<file path="config.mk">
export PLATFORM = sky130hd
export DESIGN_NAME = sha256_block_engine_flat
export DESIGN_NICKNAME = d
export VERILOG_FILES = /design/src/rtl/sha256_block_engine_if.sv /design/src/rtl/sha256_block_engine.sv /design/src/flat_wrapper.sv
export SDC_FILE = /design/constraint.sdc
export NUM_CORES = 2
export LEC_CHECK = 0
export CORE_UTILIZATION = 36
export DETAILED_ROUTE_END_ITERATION = 10
export GPL_ROUTABILITY_DRIVEN = 0
export PLACE_DENSITY = 0.64
export SYNTH_ARGS = -nofsm -noshare
export SYNTH_HDL_FRONTEND = slang
export SYNTH_SLANG_ARGS = --single-unit
</file>
<file path="constraint.sdc">
create_clock -name clk -period 7.78 [get_ports clk]
set_input_delay 0.778 -clock clk [delete_from_list [all_inputs] [get_ports clk]]
set_output_delay 0.778 -clock clk [all_outputs]
set_load 0.02 [all_outputs]
</file>
<file path="src/rtl/sha256_block_engine_if.sv">
// Handshake bundle between a block producer and the SHA-256 compression engine.
interface sha256_block_engine_if;
    logic         in_valid;
    logic         in_ready;
    logic [511:0] in_block;
    logic         in_init;
    logic         out_valid;
    logic         out_ready;
    logic [255:0] out_digest;

    modport master (
        output in_valid, in_block, in_init, out_ready,
        input  in_ready, out_valid, out_digest
    );

    modport slave (
        input  in_valid, in_block, in_init, out_ready,
        output in_ready, out_valid, out_digest
    );
endinterface

</file>
<file path="src/rtl/sha256_block_engine.sv">
// SHA-256 compression engine: one 512-bit block per handshake, RPC rounds per clock,
// chaining register kept internally so multi-block messages need only in_init=0.
//
//  state   | meaning
//  --------+-------------------------------------------------------------
//  S_IDLE  | waiting for a block, in_ready high
//  S_ROUND | running RPC rounds per cycle until the round counter hits 64
//  S_FINAL | add working vars to the base hash, load chain and out_digest
//  S_DONE  | out_valid high until the consumer takes the digest
module sha256_block_engine #(
    parameter int RPC      = 1,
    parameter int OUT_HOLD = 1
) (
    input  logic                  clk,
    input  logic                  rst_n,
    sha256_block_engine_if.slave  bus,
    output logic                  busy
);

    typedef enum logic [1:0] {S_IDLE, S_ROUND, S_FINAL, S_DONE} state_t;

    localparam logic [31:0] IV [8] = '{
        32'h6a09e667, 32'hbb67ae85, 32'h3c6ef372, 32'ha54ff53a,
        32'h510e527f, 32'h9b05688c, 32'h1f83d9ab, 32'h5be0cd19};

    localparam logic [31:0] K [64] = '{
        32'h428a2f98, 32'h71374491, 32'hb5c0fbcf, 32'he9b5dba5, 32'h3956c25b, 32'h59f111f1, 32'h923f82a4, 32'hab1c5ed5,
        32'hd807aa98, 32'h12835b01, 32'h243185be, 32'h550c7dc3, 32'h72be5d74, 32'h80deb1fe, 32'h9bdc06a7, 32'hc19bf174,
        32'he49b69c1, 32'hefbe4786, 32'h0fc19dc6, 32'h240ca1cc, 32'h2de92c6f, 32'h4a7484aa, 32'h5cb0a9dc, 32'h76f988da,
        32'h983e5152, 32'ha831c66d, 32'hb00327c8, 32'hbf597fc7, 32'hc6e00bf3, 32'hd5a79147, 32'h06ca6351, 32'h14292967,
        32'h27b70a85, 32'h2e1b2138, 32'h4d2c6dfc, 32'h53380d13, 32'h650a7354, 32'h766a0abb, 32'h81c2c92e, 32'h92722c85,
        32'ha2bfe8a1, 32'ha81a664b, 32'hc24b8b70, 32'hc76c51a3, 32'hd192e819, 32'hd6990624, 32'hf40e3585, 32'h106aa070,
        32'h19a4c116, 32'h1e376c08, 32'h2748774c, 32'h34b0bcb5, 32'h391c0cb3, 32'h4ed8aa4a, 32'h5b9cca4f, 32'h682e6ff3,
        32'h748f82ee, 32'h78a5636f, 32'h84c87814, 32'h8cc70208, 32'h90befffa, 32'ha4506ceb, 32'hbef9a3f7, 32'hc67178f2};

    function automatic logic [31:0] rotr(input logic [31:0] x, input int n);
        return (x >> n) | (x << (32 - n));
    endfunction

    function automatic logic [31:0] ssig0(input logic [31:0] x);
        return rotr(x, 7) ^ rotr(x, 18) ^ (x >> 3);
    endfunction

    function automatic logic [31:0] ssig1(input logic [31:0] x);
        return rotr(x, 17) ^ rotr(x, 19) ^ (x >> 10);
    endfunction

    function automatic logic [31:0] bsig0(input logic [31:0] x);
        return rotr(x, 2) ^ rotr(x, 13) ^ rotr(x, 22);
    endfunction

    function automatic logic [31:0] bsig1(input logic [31:0] x);
        return rotr(x, 6) ^ rotr(x, 11) ^ rotr(x, 25);
    endfunction

    state_t      state;
    logic [6:0]  ctr;
    logic [31:0] w      [16];
    logic [31:0] st     [8];
    logic [31:0] base   [8];
    logic [31:0] chain  [8];
    logic [31:0] w_nxt  [16];
    logic [31:0] st_nxt [8];

    // RPC unrolled rounds; the schedule window is extended by RPC words and slid forward.
    always_comb begin
        logic [31:0] ext [16+RPC];
        logic [31:0] v   [8];
        logic [31:0] t1, t2;
        logic [5:0]  kidx;
        for (int i = 0; i < 16; i++) ext[i] = w[i];
        for (int j = 0; j < RPC; j++)
            ext[16+j] = ssig1(ext[14+j]) + ext[9+j] + ssig0(ext[1+j]) + ext[j];
        for (int i = 0; i < 8; i++) v[i] = st[i];
        for (int j = 0; j < RPC; j++) begin
            kidx = ctr[5:0] + 6'(j);
            t1 = v[7] + bsig1(v[4]) + ((v[4] & v[5]) ^ (~v[4] & v[6])) + K[kidx] + ext[j];
            t2 = bsig0(v[0]) + ((v[0] & v[1]) ^ (v[0] & v[2]) ^ (v[1] & v[2]));
            for (int k = 7; k > 0; k--) v[k] = v[k-1];
            v[4] = v[4] + t1;
            v[0] = t1 + t2;
        end
        for (int i = 0; i < 8; i++)  st_nxt[i] = v[i];
        for (int i = 0; i < 16; i++) w_nxt[i]  = ext[i+RPC];
    end

    // Control FSM with registered handshake/status outputs and datapath registers.
    always_ff @(posedge clk or negedge rst_n) begin
        if (!rst_n) begin
            state          <= S_IDLE;
            ctr            <= '0;
            bus.in_ready   <= 1'b1;
            bus.out_valid  <= 1'b0;
            bus.out_digest <= '0;
            busy           <= 1'b0;
            for (int i = 0; i < 16; i++) w[i] <= '0;
            for (int i = 0; i < 8; i++) begin
                st[i]    <= '0;
                base[i]  <= '0;
                chain[i] <= IV[i];
            end
        end else begin
            case (state)
                S_IDLE: begin
                    if (bus.in_valid && bus.in_ready) begin
                        for (int i = 0; i < 16; i++) w[i] <= bus.in_block[511-32*i -: 32];
                        for (int i = 0; i < 8; i++) begin
                            st[i]   <= bus.in_init ? IV[i] : chain[i];
                            base[i] <= bus.in_init ? IV[i] : chain[i];
                        end
                        ctr          <= '0;
                        bus.in_ready <= 1'b0;
                        busy         <= 1'b1;
                        state        <= S_ROUND;
                    end
                end
                S_ROUND: begin
                    for (int i = 0; i < 16; i++) w[i] <= w_nxt[i];
                    for (int i = 0; i < 8; i++)  st[i] <= st_nxt[i];
                    ctr <= ctr + 7'(RPC);
                    if (ctr == 7'(64 - RPC)) state <= S_FINAL;
                end
                S_FINAL: begin
                    for (int i = 0; i < 8; i++) begin
                        chain[i]                       <= base[i] + st[i];
                        bus.out_digest[255-32*i -: 32] <= base[i] + st[i];
                    end
                    bus.out_valid <= 1'b1;
                    busy          <= 1'b0;
                    state         <= S_DONE;
                end
                S_DONE: begin
                    if (bus.out_ready) begin
                        bus.out_valid <= 1'b0;
                        bus.in_ready  <= 1'b1;
                        if (OUT_HOLD == 0) bus.out_digest <= '0;
                        state         <= S_IDLE;
                    end
                end
                default: state <= S_IDLE;
            endcase
        end
    end

endmodule

</file>
<file path="src/flat_wrapper.sv">
// flat-port wrapper written by rule: the top's interface ports become plain ports
module sha256_block_engine_flat 
#(
    parameter int RPC      = 1,
    parameter int OUT_HOLD = 1
)
  (clk, rst_n, busy, bus_in_valid, bus_in_block, bus_in_init, bus_out_ready, bus_in_ready, bus_out_valid, bus_out_digest);
  sha256_block_engine_if bus_i ();
  input  logic clk;
  input  logic rst_n;
  output logic busy;
  input wire logic [$bits(bus_i.in_valid)-1:0] bus_in_valid;
  input wire logic [$bits(bus_i.in_block)-1:0] bus_in_block;
  input wire logic [$bits(bus_i.in_init)-1:0] bus_in_init;
  input wire logic [$bits(bus_i.out_ready)-1:0] bus_out_ready;
  output wire logic [$bits(bus_i.in_ready)-1:0] bus_in_ready;
  output wire logic [$bits(bus_i.out_valid)-1:0] bus_out_valid;
  output wire logic [$bits(bus_i.out_digest)-1:0] bus_out_digest;
  assign bus_i.in_valid = bus_in_valid;
  assign bus_i.in_block = bus_in_block;
  assign bus_i.in_init = bus_in_init;
  assign bus_i.out_ready = bus_out_ready;
  assign bus_in_ready = bus_i.in_ready;
  assign bus_out_valid = bus_i.out_valid;
  assign bus_out_digest = bus_i.out_digest;
  sha256_block_engine #(.RPC(RPC), .OUT_HOLD(OUT_HOLD)) u_core (.clk(clk), .rst_n(rst_n), .bus(bus_i), .busy(busy));
endmodule
</file>
### Yosys cells after proc, flatten, opt, wreduce, memory -nomap -nowiden

Memory sizes are Yosys's and may differ from the RTL's.
Index checks and enable logic that the tools add are counted.

| storage, ports and cells | value |
|---|---|
| memories kept | 1 |
| logic and storage cells | 141 |
| bits in registers | 1,548 |
| bits in read-only memories | 2,048 |
| output and inout bits | 259 |
| input bits | 517 |

| operators by class | value |
|---|---|
| $add $sub $neg | 19 |
| magnitude comparators | 1 |
| muxes and demuxes | 27 |
| bitwise logic cells | 28 |
| reduce and logical (&&, ||, !) cells | 12 |
| eq/ne operators | 7 |

Memory list:

| name | depth | width | read ports | clocked after Yosys merged registers in | wr ports | line | source |
|---|---|---|---|---|---|---|---|
| (name not given) | 64 | 32 | 1 | 0 | 0 | sha256_block_engine.sv:77 | `t1 = v[7] + bsig1(v[4]) + ((v[4] & v[5]) ^ (~v[4] & v[6])) + K[kidx] + ext[j];` |

Operators with widths:

| operator | number |
|---|---|
| 512-bit one-hot mux with 2 select lines | 1 |
| 32-bit adder | 18 |
| 512-bit two-way mux | 1 |
| 256-bit one-hot mux with 2 select lines | 1 |
| 32-bit two-way mux | 10 |
| 32-bit bitwise XOR | 9 |
| 256-bit two-way mux | 1 |
| 32-bit bitwise AND | 5 |
| 32-bit inverter | 1 |
| 10-bit by 32-bit OR with 32-bit output | 1 |
| 13-bit by 32-bit OR with 32-bit output | 1 |
| 14-bit by 32-bit OR with 32-bit output | 1 |
| 15-bit by 32-bit OR with 32-bit output | 1 |
| 19-bit by 32-bit OR with 32-bit output | 1 |
| 21-bit by 32-bit OR with 32-bit output | 1 |
| 25-bit by 32-bit OR with 32-bit output | 1 |
| 26-bit by 32-bit OR with 32-bit output | 1 |
| 30-bit by 32-bit OR with 32-bit output | 1 |
| 7-bit by 32-bit OR with 32-bit output | 1 |
| 32-bit by 22-bit bitwise XOR with 32-bit output | 1 |
| 32-bit by 29-bit bitwise XOR with 32-bit output | 1 |
| 7-bit one-hot mux with 2 select lines | 1 |
| 2-bit one-hot mux with 4 select lines | 1 |
| 2-bit AND reduction | 4 |
| other kinds (16) | 29 |

### Logic depth before layout (Yosys ltp)

| logic depth | value |
|---|---|
| word-level depth | 9 |
| mapped depth | 40 |
| mapped depth without buffers | 39 |

### Worst setup path before layout

No wires, ideal clock.

| timing | value |
|---|---|
| kind | register to register |
| start point | register u_core.ctr[0] |
| end point | register u_core.st[255] (netlist name) |
| arrival | 8,337 ps |
| stages on the path, launching flop included | 35 |
| library setup time | 131 ps |
| clock period less this slack | 8,468 ps |
| required time | 7,649 ps |
| buffers on the path | 1 |
| path slack | -688 ps |
| path through | dfrtp_1 -> clkinv_1 -> ha_1 -> clkbuf_1 -> and2_1 -> a21oi_1 -> mux4_2 -> fa_1 -> inv_1 -> fa_1 -> inv_1 -> fa_1 -> inv_1 -> ha_1 -> a21o_1 -> a21oi_1 -> o21bai_1 -> o31a_1 -> o22a_1 -> a41oi_1 -> nor2b_1 -> a41o_1 -> xor2_1 -> fa_1 -> ha_1 -> a21o_1 -> a21o_1 -> nor3_1 -> o21ai_0 -> a41o_1 -> nor4b_1 -> nor2_1 -> xnor3_1 -> xnor2_1 -> o21ai_1 |

| on the way | value |
|---|---|
| longest elaborated chain between the ends | 8 |

Ends and longest elaborated chain:

| element | line | source |
|---|---|---|
| from (decl) | sha256_block_engine.sv:57 | `logic [6:0] ctr;` |
| from (signal assigned) | sha256_block_engine.sv:120 | `ctr <= ctr + 7'(RPC);` |
| 6-bit inverter with 7-bit output (implied by the code) | sha256_block_engine.sv:77 |  |
| memory read 64 x 32 bit | - |  |
| 32-bit two-way mux (implied by the code) (2 in series) | sha256_block_engine.sv:77 |  |
| 32-bit adder (2 in series) | sha256_block_engine.sv:77 |  |
| 32-bit adder | sha256_block_engine.sv:81 | `v[0] = t1 + t2;` |
| 256-bit one-hot mux with 2 select lines | sha256_block_engine.sv:103 | `case (state)` |
| to (signal, indexed assignment) | sha256_block_engine.sv:108 | `st[i] <= bus.in_init ? IV[i] : chain[i];` |
| to (decl) | sha256_block_engine.sv:59 | `logic [31:0] st [8];` |

No other way between the ends. The select of a mux whose other input is x is not followed.
A chain may end at the register's enable or synchronous reset.

### Worst setup path after layout

| timing | value |
|---|---|
| start point | register u_core.ctr[1] |
| end point | register u_core.st[127] (netlist name) |

| on the way | value |
|---|---|
| longest elaborated chain between the ends | 8 |

Ends and longest elaborated chain:

| element | line | source |
|---|---|---|
| 6-bit inverter with 7-bit output (implied by the code) | sha256_block_engine.sv:77 |  |
| memory read 64 x 32 bit | - |  |
| 32-bit two-way mux (implied by the code) (2 in series) | sha256_block_engine.sv:77 |  |
| 32-bit adder (2 in series) | sha256_block_engine.sv:77 |  |
| 32-bit adder | sha256_block_engine.sv:80 | `v[4] = v[4] + t1;` |
| 256-bit one-hot mux with 2 select lines | sha256_block_engine.sv:103 |  |

No other way between the ends. The select of a mux whose other input is x is not followed.

==> metrics.md <==
| Metric | Value |
|---|---|
| Status | `finished, violations left` |
| Failing checks | `DRC, setup timing` |
| Initial Utilization | `36.4%` |
| Area Growth Syn to Fin | `22.4%` |
| Maximum root-to-sink buffer count | `3` |
| Fin worst setup slack | `-0.149 ns` |
| RSZ-0062 raised after global routing | `true` |
| Fin. max-slew vios | `0` |
| Hold Vio Cnt, Final | `0` |
| Final setup fails | `5` |
| FF+latch count, synth | `1428` |
| Count leader, synth | `dfrtp_1` |
| Routed WL | `342000 microns` |
| Core area | `241000 sq um` |
| TritonCTS buffer count | `168` |
| MaxCap Viol Count | `0` |
| DR iter-0 viols | `8017` |
| Setup crit start kind | `register` |
| IO Count | `776` |
| Dpl hpwl | `259000 microns` |
| FFs w/ async S/R, synth | `100%` |
| Worst Path Max Fanout | `7` |
| Num Clock Sinks | `1428` |
| Tcrit/Tclk final | `102%` |
| Post-synth top area share | `36.8%` |
| Setup WS pre-CTS | `-0.893 ns` |
| CP bufs+invs | `8` |
| Least-Margin Pin Slew | `1.27 ns` |
| Post-synth top cells | `1291 x dfrtp_1, 1165 x nor2_1, 1154 x a21oi_1` |
| Area contributors post-synth | `dfrtp_1 37%, a21oi_1 6.6%, mux2i_1 6.0%` |
| DR DRC count | `163` |
| Sequential area share after synthesis | `40.9%` |
| Gr usage total | `27.1%` |
| Row count | `180` |
| Routed vias | `75700` |
| Worst Skew | `0.0687 ns` |
| Slowest cell on the critical path | `fa_1` |
| Worst skew pair latency | `0.87 ns` |
| H-Tree Depth | `4` |
| Cell variety after synth | `93` |
| Hold Path Class | `reg -> reg` |
| First-pass GRT wire length | `493000 microns` |
| Slowest stage delay, CP | `0.49 ns` |
| Share of cells above drive strength 1 | `11.7%` |
| Clock Pin Slew Worst Setup and Hold Paths | `0.06 ns` |
| Vias in the first global route | `73700` |
| Router iterations before antenna repair | `11` |
| Nets | `11500` |
| Initial antenna violation count | `59` |
| Root buffer cell | `clkbuf_16` |
| Post-Syn Area | `87800 sq um` |
| CP arrival | `8.68 ns` |
| Synth Net Count | `10800` |
| Highest Clock Rate | `126 MHz` |
| WL/cell | `24.9 microns` |
| Largest net degree at the start of global routing | `294` |
| Cell family with most CP delay | `compound AO/OA/AOI/OAI gates` |
| Mapped Cells | `9646` |
| IO buf count | `775` |
| Gr ovfl total | `0` |
| Vias per cell | `5.51` |
| Max_slew headroom | `15.3%` |
| Synth Warn # | `0` |
| Number of synthesized flops with an enable pin | `0` |
| Die Area | `246000 sq um` |
| CP Class | `reg -> reg` |
| Syn avg cell area | `9.11 sq um` |
| Area leader, netlist | `dfrtp_1` |
| Synth Flop Type | `dfrtp_1` |
| Die H | `496 microns` |
| Die Wd | `496 microns` |
| CTS tree | `yes` |
| ANT nets after route | `0` |
| Setup crit end kind | `register` |
| Crit path time final | `7.93 ns` |
| WP data required | `8.53 ns` |
==> metrics by stage <==
step	instances	hold WS, ns	setup TNS (ns)	area [sq um]	util [%]
after global placement	13300	0.456	-7.94	100000	41.5
after detailed placement	13300	0.461	-12.24	100000	41.5
after floorplan	9646	0.448	-0.0628	87900	-
after CTS	13700	0.455	-0.187	107000	44.1
final	13700	0.469	-0.406	108000	44.5
after global routing	13700	0.479	-3.34	107000	44.5
==> cell families (layout without fill, tap and decap cells) <==
group / after synthesis / in the layout / synth area share (%)
AO/OA/AOI/OAI: 2697 / 2697 / 17.6
XOR/XNOR: 570 / 570 / 5.71
adder cells (fa/ha/maj): 621 / 621 / 10.4
buffers and inverters: 1233 / 2096 / 5.78
flip-flops: 1428 / 1428 / 40.9
multiplexers: 658 / 658 / 7.73
other: 0 / 33 / 0
AND/OR/NAND/NOR: 2439 / 2439 / 11.8
==> state kept, by name, indices dropped and copies added (netlist names) <==
| signal | flops |
|---|---|
| u_core.w | 512 |
| u_core.base | 256 |
| u_core.st | 256 |
| u_core.chain | 252 |
| u_core.bus.out_digest | 140 |
| u_core.ctr | 7 |
| u_core.state | 2 |
| u_core.bus.in_ready | 1 |
| u_core.bus.out_valid | 1 |
| u_core.busy | 1 |
==> layout make-up <==
type | instances | area [sq um]
antenna | 33 | 82.6
clock buffer | 253 | 5000
clock inverter | 57 | 821
fill | 23100 | 134000
inverter | 502 | 1900
multi-input combinational | 6985 | 47900
sequential | 1428 | 35900
tap | 3185 | 3990
timing repair buffer | 1284 | 12000
==> worst min-delay path: stages, from the launching register on <==
cell and delay [ns]:
dfstp_2 0.37, inv_1 0.04, o21ai_0 0.06
==> placed cells by master, fill, tap and decap left out, types with 33 or more instances in the layout <==
cell type,count
xnor2_1,417
buf_4,462
fa_1,192
nand2_1,727
a211oi_1,40
dfrtp_1,1287
clkbuf_16,172
inv_1,494
nor3_1,62
clkbuf_1,41
mux2i_1,529
nor2b_1,43
dfstp_2,137
nor2_1,1153
nand2b_1,175
nand3_1,100
diode_2,33
mux2_2,125
a31oi_1,39
o21ai_0,811
a21oi_1,1127
ha_1,373
o21bai_1,41
clkbuf_8,41
clkdlybuf4s50_1,773
o21a_1,64
xor2_1,135
a21o_1,204
==> layer usage <==
metal	GRT usage, %	vias up	routed length [microns]
met4	15.6	42	23300
met3	7.30	944	32600
met1	33.8	36600	133000
li1	-	34400	-
met2	42.2	3630	153000
met5	0	-	299
==> worst paths after layout <==
path	startpoint	to	slack (ns)	cells after the start
worst max-delay path	u_core.ctr[1]$_DFFE_PN0P_	u_core.st[127]$_DFFE_PN0P_	-0.15	36
worst min-delay path	u_core.chain[143]$_DFFE_PN1P_	u_core.chain[143]$_DFFE_PN1P_	0.47	2
worst max register to register	u_core.ctr[1]$_DFFE_PN0P_	u_core.st[127]$_DFFE_PN0P_	-0.15	36
worst min register to register	u_core.chain[143]$_DFFE_PN1P_	u_core.chain[143]$_DFFE_PN1P_	0.47	2
max in group asynchronous	rst_n	u_core.w[38]$_DFFE_PN0P_	5.01	4
min in group asynchronous	rst_n	u_core.w[341]$_DFFE_PN0P_	0.52	2
==> repair_timing <==
| item | CTS | global route |
|---|---|---|
| gates resized for setup | 75 | 147 |
| endpoints found under the setup margin | 30 | 28 |
| hold endpoints to repair | 86 | 0 |
| hold buffers | 1 | 0 |
| gates cloned | 0 | 1 |
| pin swaps | 53 | 92 |
| setup buffers | 17 | 26 |
Power is not shown: default switching activity piles up to over one toggle a cycle in this logic, so the estimate is an artifact.
